==> src/rtl/ysyx_25030085_lsu_pkg.sv <==
// Shared LSU definitions: funct3 size codes, FSM states, byte-mask type.
// Latency: n/a (types and pure functions only).
// Backpressure: n/a.
package ysyx_25030085_lsu_pkg;

  localparam logic [2:0] F3_B  = 3'b000;
  localparam logic [2:0] F3_H  = 3'b001;
  localparam logic [2:0] F3_W  = 3'b010;
  localparam logic [2:0] F3_BU = 3'b100;
  localparam logic [2:0] F3_HU = 3'b101;

  typedef enum logic [1:0] {
    S_IDLE = 2'd0,
    S_REQ  = 2'd1,
    S_WAIT = 2'd2,
    S_RESP = 2'd3
  } lsu_state_e;

  typedef logic [3:0] wmask_t;

  // True for the five RV32I load/store size codes.
  function automatic logic f3_defined(input logic [2:0] f3);
    return f3 inside {F3_B, F3_H, F3_W, F3_BU, F3_HU};
  endfunction

  // Low address bits that do not fit the access size.
  function automatic logic misaligned(input logic [2:0] f3, input logic [1:0] lo);
    case (f3[1:0])
      2'b01:   return lo[0];
      2'b10:   return lo != 2'b00;
      default: return 1'b0;
    endcase
  endfunction

  // Low address bits with the size-offending ones cleared.
  function automatic logic [1:0] align_lo(input logic [2:0] f3, input logic [1:0] lo);
    case (f3[1:0])
      2'b01:   return {lo[1], 1'b0};
      2'b10:   return 2'b00;
      default: return lo;
    endcase
  endfunction

  // Byte-enable pattern for lane 0, before shifting to the target lane.
  function automatic wmask_t base_mask(input logic [2:0] f3);
    case (f3[1:0])
      2'b00:   return 4'b0001;
      2'b01:   return 4'b0011;
      default: return 4'b1111;
    endcase
  endfunction

  // Store data trimmed to the access size so unused lanes drive zero.
  function automatic logic [31:0] size_data(input logic [2:0] f3, input logic [31:0] d);
    case (f3[1:0])
      2'b00:   return {24'h0, d[7:0]};
      2'b01:   return {16'h0, d[15:0]};
      default: return d;
    endcase
  endfunction

endpackage

==> src/rtl/ysyx_25030085_lsu_ext.sv <==
// Load lane extraction with sign/zero extension from funct3.
// Latency: combinational.
// Backpressure: none.
module ysyx_25030085_lsu_ext
  import ysyx_25030085_lsu_pkg::*;
(
  input  logic [31:0] rdata_i,
  input  logic [1:0]  off_i,
  input  logic [2:0]  funct3_i,
  output logic [31:0] data_o
);

  logic [31:0] shifted;

  // Move the addressed lane down to bit 0, then extend to 32 bits.
  always_comb begin
    shifted = rdata_i >> {off_i, 3'b000};
    case (funct3_i)
      F3_B:    data_o = {{24{shifted[7]}}, shifted[7:0]};
      F3_H:    data_o = {{16{shifted[15]}}, shifted[15:0]};
      F3_BU:   data_o = {24'h0, shifted[7:0]};
      F3_HU:   data_o = {16'h0, shifted[15:0]};
      default: data_o = shifted;
    endcase
  end

endmodule

==> src/rtl/ysyx_25030085_lsu.sv <==
// Load/store unit: one outstanding access, IDLE->REQ->WAIT->RESP; optional
// misalignment rejection under YSYX_25030085_LSU_MISALIGN_CHECK_EN.
// Latency: 3 cycles request-to-done minimum (1 for rejected requests); backpressure:
// req_ready only in IDLE, mem_valid held stable until mem_ready, TIMEOUT-cycle watchdog.
module ysyx_25030085_lsu
  import ysyx_25030085_lsu_pkg::*;
#(
  parameter int TIMEOUT = 255
) (
  input  logic        clk,
  input  logic        rst,
  input  logic        req_valid,
  output logic        req_ready,
  input  logic        req_we,
  input  logic [2:0]  req_funct3,
  input  logic [31:0] req_addr,
  input  logic [31:0] req_wdata,
  input  logic [4:0]  req_rd,
  output logic        mem_valid,
  input  logic        mem_ready,
  output logic        mem_we,
  output logic [31:0] mem_addr,
  output logic [31:0] mem_wdata,
  output wmask_t      mem_wmask,
  input  logic        mem_rsp_valid,
  input  logic [31:0] mem_rdata,
  output logic        wb_valid,
  output logic [4:0]  wb_rd,
  output logic [31:0] wb_data,
  output logic        done,
  output logic        err
);

  localparam int CW = (TIMEOUT >= 256) ? $clog2(TIMEOUT + 1) : 8;

  lsu_state_e     state_q, state_d;
  logic           we_q;
  logic [2:0]     f3_q;
  logic [31:0]    addr_q, wdata_q, rdata_q;
  logic [4:0]     rd_q;
  logic           err_q;
  logic [CW-1:0]  cnt_q;

  logic           accept, reject, timeout_hit, timeout_fire;
  logic [1:0]     off;
  logic [31:0]    ext_data;

  assign accept = req_valid && (state_q == S_IDLE);
  assign off    = addr_q[1:0];

`ifdef YSYX_25030085_LSU_MISALIGN_CHECK_EN
  assign reject = !f3_defined(req_funct3) || misaligned(req_funct3, req_addr[1:0]);
`else
  assign reject = !f3_defined(req_funct3);
`endif

  // The watchdog only bites when the current phase makes no progress; a handshake
  // or response landing on the last counted cycle still wins.
  assign timeout_hit  = cnt_q >= CW'(TIMEOUT - 1);
  assign timeout_fire = timeout_hit &&
                        (((state_q == S_REQ) && !mem_ready) ||
                         ((state_q == S_WAIT) && !mem_rsp_valid));

  // State register; reset aborts any transaction in flight.
  always_ff @(posedge clk or negedge rst) begin
    if (!rst) state_q <= S_IDLE;
    else      state_q <= state_d;
  end

  // Next-state selection.
  always_comb begin
    state_d = state_q;
    case (state_q)
      S_IDLE: if (req_valid) state_d = reject ? S_RESP : S_REQ;
      S_REQ: begin
        if (mem_ready)        state_d = S_WAIT;
        else if (timeout_hit) state_d = S_RESP;
      end
      S_WAIT: if (mem_rsp_valid || timeout_hit) state_d = S_RESP;
      default: state_d = S_IDLE;
    endcase
  end

  // Request capture, wait counter, error flag and response data.
  always_ff @(posedge clk or negedge rst) begin
    if (!rst) begin
      we_q    <= 1'b0;
      f3_q    <= 3'b000;
      addr_q  <= 32'h0;
      wdata_q <= 32'h0;
      rd_q    <= 5'd0;
      err_q   <= 1'b0;
      cnt_q   <= '0;
      rdata_q <= 32'h0;
    end else begin
      if (accept) begin
        we_q    <= req_we;
        f3_q    <= req_funct3;
        addr_q  <= {req_addr[31:2], align_lo(req_funct3, req_addr[1:0])};
        wdata_q <= size_data(req_funct3, req_wdata);
        rd_q    <= req_rd;
        err_q   <= reject;
        cnt_q   <= '0;
      end else if ((state_q == S_REQ) || (state_q == S_WAIT)) begin
        cnt_q <= cnt_q + CW'(1);
        if (timeout_fire) err_q <= 1'b1;
      end
      if ((state_q == S_WAIT) && mem_rsp_valid) rdata_q <= mem_rdata;
    end
  end

  ysyx_25030085_lsu_ext u_ext (
    .rdata_i  (rdata_q),
    .off_i    (off),
    .funct3_i (f3_q),
    .data_o   (ext_data)
  );

  // Outputs decoded from state and the captured request.
  always_comb begin
    req_ready = (state_q == S_IDLE);
    mem_valid = (state_q == S_REQ);
    done      = (state_q == S_RESP);
    err       = (state_q == S_RESP) && err_q;
    wb_valid  = (state_q == S_RESP) && !err_q && !we_q && (rd_q != 5'd0);
    mem_we    = we_q;
    mem_addr  = {addr_q[31:2], 2'b00};
    mem_wdata = wdata_q << {off, 3'b000};
    mem_wmask = we_q ? wmask_t'(base_mask(f3_q) << off) : 4'b0000;
    wb_rd     = rd_q;
    wb_data   = ext_data;
  end

endmodule
==> config.mk <==
export PLATFORM = sky130hd
export DESIGN_NAME = ysyx_25030085_lsu
export DESIGN_NICKNAME = d
export VERILOG_FILES = /design/src/rtl/ysyx_25030085_lsu_pkg.sv /design/src/rtl/ysyx_25030085_lsu_ext.sv /design/src/rtl/ysyx_25030085_lsu.sv
export SDC_FILE = /design/constraint.sdc
export NUM_CORES = 1
export LEC_CHECK = 0
export ABC_AREA = 1
export BUFFER_PORTS_ARGS = -buffer_cell sky130_fd_sc_hd__clkbuf_2
export CELL_PAD_IN_SITES_DETAIL_PLACEMENT = 1
export CELL_PAD_IN_SITES_GLOBAL_PLACEMENT = 1
export CORE_ASPECT_RATIO = 1.2
export CORE_MARGIN = 5
export CORE_UTILIZATION = 36
export CTS_CLUSTER_SIZE = 16
export DETAILED_ROUTE_END_ITERATION = 8
export PLACE_DENSITY_LB_ADDON = 0.1
export SLEW_MARGIN = 20
export SYNTH_ARGS = -nofsm -noshare
export SYNTH_HDL_FRONTEND = slang
export SYNTH_SLANG_ARGS = --single-unit
==> constraint.sdc <==
create_clock -name clk -period 1.9 [get_ports clk]
set_input_delay 0.38 -clock clk [delete_from_list [all_inputs] [get_ports clk]]
set_output_delay 0.38 -clock clk [all_outputs]
set_load 0.02 [all_outputs]
==> metrics.yaml <==
cts:
  cts_tree: "built"
  numCtsBuffers: 17
  htree_levels: 4
  clk_latency_ps: 410
  clock_path_buffers: 2
  clkSinkCount: 116
  clkTransAtPathRegs_ps: 60
  cts-root-buf: "clkbuf_16"
route:
  drt_iter0_markers: 249
  drtPass1Iterations: 4
  drc: 0
  totalWireLength_um: 21500
  viasPerCell: 4.96
  route.vias.total: 6122
  wl_per_cell_um: 17.4
  postRouteAntennaNets: 0
finish:
  final_area_um2: 8990
  final_util_pct: 51.5
  nets: 1121
  syn_to_final_growth_pct: 41.0
  layout.cells.non_filler: 1234
  antennaDiodeCount: 0
  drive_above_1_share_pct: 38.2
place:
  place_congestion: 0.773
  dpl_cell_area_um2: 7520
  dp_hpwl_um: 14900
  dp_cells: 1189
  io_buffers: 218
timing:
  tns_ps: -14320
  post-route-period-util_pct: 118
  finalClockSkew_ps: 6.07
  setup_violations: 68
  layout_min_cycle_time_ps: 2250
  fmax_mhz: 445
  tightest_slew_ps: 542
  finalHoldViolations: 0
  slew_headroom_pct: 63.7
  drv_slew: 0
  rsz0062_at_grt: "yes"
  fin_ws_ps: -345
synth:
  seq_area_frac_synth_pct: 45.5
  synth_warnings: 0
  synthCells: 808
  synth_seq_cells: 116
  syn_area_per_cell_um2: 7.89
  synthDistinctLibCells: 31
  synth_area_um2: 6370
pwr:
  clock_power_share_pct: 16.0
  switchingPower_uw: 9530
  power_frac_comb_pct: 61.9
  p_per_area_nw_per_um2: 2260
  leakagePower_uw: 0.00471
  p_seq_share_pct: 22.0
  swShare_pct: 46.9
  ir_drop_mv: 0.981
  p_int_uw: 10800
floorplanning:
  pin_count: 221
  start_util_pct: 36.5
  die_h_um: 156
  dieArea_um2: 20500
  coreArea_um2: 17400
  row_count: 53
  die_x_um: 131
setup_path:
  rr_worst_depth: 7
  cpPeakStageDelay_ps: 500
  crit_path_end_kind: "output pin"
  worstPathMaxFanout: 8
  crit_required_ps: 1520
  cpLargestDelayFamily: "flip-flops"
  r2r_start: "state_q[1]"
  r2r_setup_slack_ps: 210
  criticalPathCategory: "flop to output pin"
  worstPathArrival_ps: 1870
  critical_path_buf_inv_count: 1
  reg2reg_to: "wdata_q[11]"
  cp_cell_sequence: "nor2_2, o211ai_4, nand3_2, buf_8"
  worstSetupStartpointType: "flop"
  cpMaxStageDelayCell: "dfrtp_2"
global_route:
  grt_usage_pct: 20.5
  grt_pass1_wl_um: 34300
  antenna_found_initial: 2
  grt_overflow: 0
  grt_max_degree: 52
  grt_pass1_vias: 6540
run:
  cap_violations: 0
status:
  outcome: "finished with violations"
  violations: "negative setup slack"
worst_hold_path:
  holdCritPathClass: "input pin to flop"
  min-delay-start: "req_addr[29]"
  min_delay_path_depth: 3
  min_to: "addr_q[29]"
## power groups by stage
| stage | logic, uW | clock network, uW | registers [uW] |
|---|---|---|---|
| 2_1_floorplan | 6930 | 0 | 4220 |
| 3_3_place_gp | 9520 | 0 | 4410 |
| 3_5_place_dp | 9640 | 0 | 4430 |
| 4_1_cts | 11400 | 3330 | 4470 |
| 5_1_grt | 13600 | 3450 | 4650 |
| 6_report | 12600 | 3260 | 4480 |
## cell families (layout without fill, tap and decap cells)
group / after synthesis / count (layout) / synth area share [%]
AOI/OAI and AO/OA: 153 / 154 / 12.8
and+or+nand+nor: 370 / 373 / 24.7
muxes: 19 / 19 / 3.36
DFF: 116 / 116 / 45.5
adders and majority gates: 10 / 10 / 1.96
buffers and inverters: 139 / 340 / 11.6
other: 1 / 2 / 0.0588
## worst max-delay path by stage
stage,slack [ps],from,endpoint,cells after the start
2_1_floorplan,130,addr_q[0],wb_data[0],6
3_3_place_gp,20,addr_q[0],wb_data[21],6
3_5_place_dp,-40,addr_q[0],mem_wdata[24],6
4_1_cts,-290,addr_q[0],wb_data[16],7
5_1_grt,-440,rdata_q[31],wb_data[23],5
6_report,-350,addr_q[0],wb_data[23],4
## layer usage
layer / vias to the layer above / share of wire [%] / wire length (um) / global-route usage, %
met3: 25 / 6.1 / 1320 / 6.55
li1: 2970 / - / - / -
met4: 4 / 1.3 / 274 / 5.68
met1: 2941 / 40 / 8700 / 24.1
met5: - / 0.13 / 27 / 0
met2: 182 / 52 / 11200 / 36.3
## cell type report
class                   instances  area, um2
clock buffers                  19        453
multi-input cells             558       3130
well taps                     220        275
inverters                      59        234
fillers                      2096       8450
clock inverters                13        149
repair buffers                249       1840
flip-flops and latches        116       2910
## cells in the final DEF (no fill, tap or decap), types with 3 or more instances in the layout
cell and instances:
buf_2 8, inv_1 54, buf_6 17, clkbuf_2 153, nand3_1 39, a21oi_1 52
o21ai_1 27, dfrtp_2 3, ha_1 8, buf_4 34, inv_2 3, clkinvlp_4 5
nand3_4 8, mux2_2 19, buf_8 15, o21ai_0 46, buf_12 10, nor2_1 41
nand2_1 234, nand2_8 4, nor3_1 4, o211ai_1 4, clkbuf_16 17, inv_6 4
nand3_2 9, nand2_2 16, dfrtp_1 113, nor2_2 3, clkbuf_8 10, nand2_4 7
nor2_4 5, a21oi_2 3, o21ai_2 14
## state kept, by name (all words and copies together), names as in the netlist
register	cells
rdata_q	32
f3_q	3
state_q	2
cnt_q	8
mem_we	1
addr_q	32
wb_rd	5
wdata_q	32
err_q	1
## cell usage after synthesis
cell type	number	area, um2
buf_1	1	3.75
buf_12	1	20.0
o21ai_1	2	10.0
inv_1	56	210
o21ai_0	87	435
nand2_8	1	20.0
o21a_4	1	15.0
nor2_2	3	18.8
nand3_2	14	140
dfrtp_1	116	2900
ha_1	10	125
a21oi_1	55	275
o211ai_1	4	30.0
nor2_1	46	173
o211ai_4	1	21.3
inv_2	1	3.75
a211oi_1	1	7.51
nand3_1	42	210
nor3_2	1	10.0
buf_6	3	33.8
buf_2	23	115
nand2_1	254	953
buf_4	38	285
conb_1	1	3.75
o21bai_1	1	7.51
mux2_2	19	214
clkbuf_1	14	52.6
a221oi_2	1	15.0
nand2_2	3	18.8
nor3_1	6	30.0
inv_4	2	12.5
## worst reg2reg max path, stage by stage, from the launching register on
cell     delay, ps
dfrtp_1        440
inv_1          110
ha_2           240
nand2_2        110
inv_2          250
buf_4          280
nand3_1         90
o21ai_0        100
## timing repair
item / in CTS / in global routing
gates cloned: 4 / 0
setup endpoints to repair: 68 / 73
hold buffers: 1 / 0
pin swaps: 14 / 22
gates resized for setup: 137 / 141
setup buffers: 5 / 4
hold endpoints to repair: 18 / 0
## metrics by stage
stage               power (uW)  hold WS [ps]  worst slack [ps]
finish                   20300           160              -345
global route             21700           149              -437
CTS                      19200           141              -294
detailed placement       14100           301             -42.3
global placement         13900           300              21.1
floorplan                11200          84.4               135
Note: power is estimated with default switching activity, not from simulation.
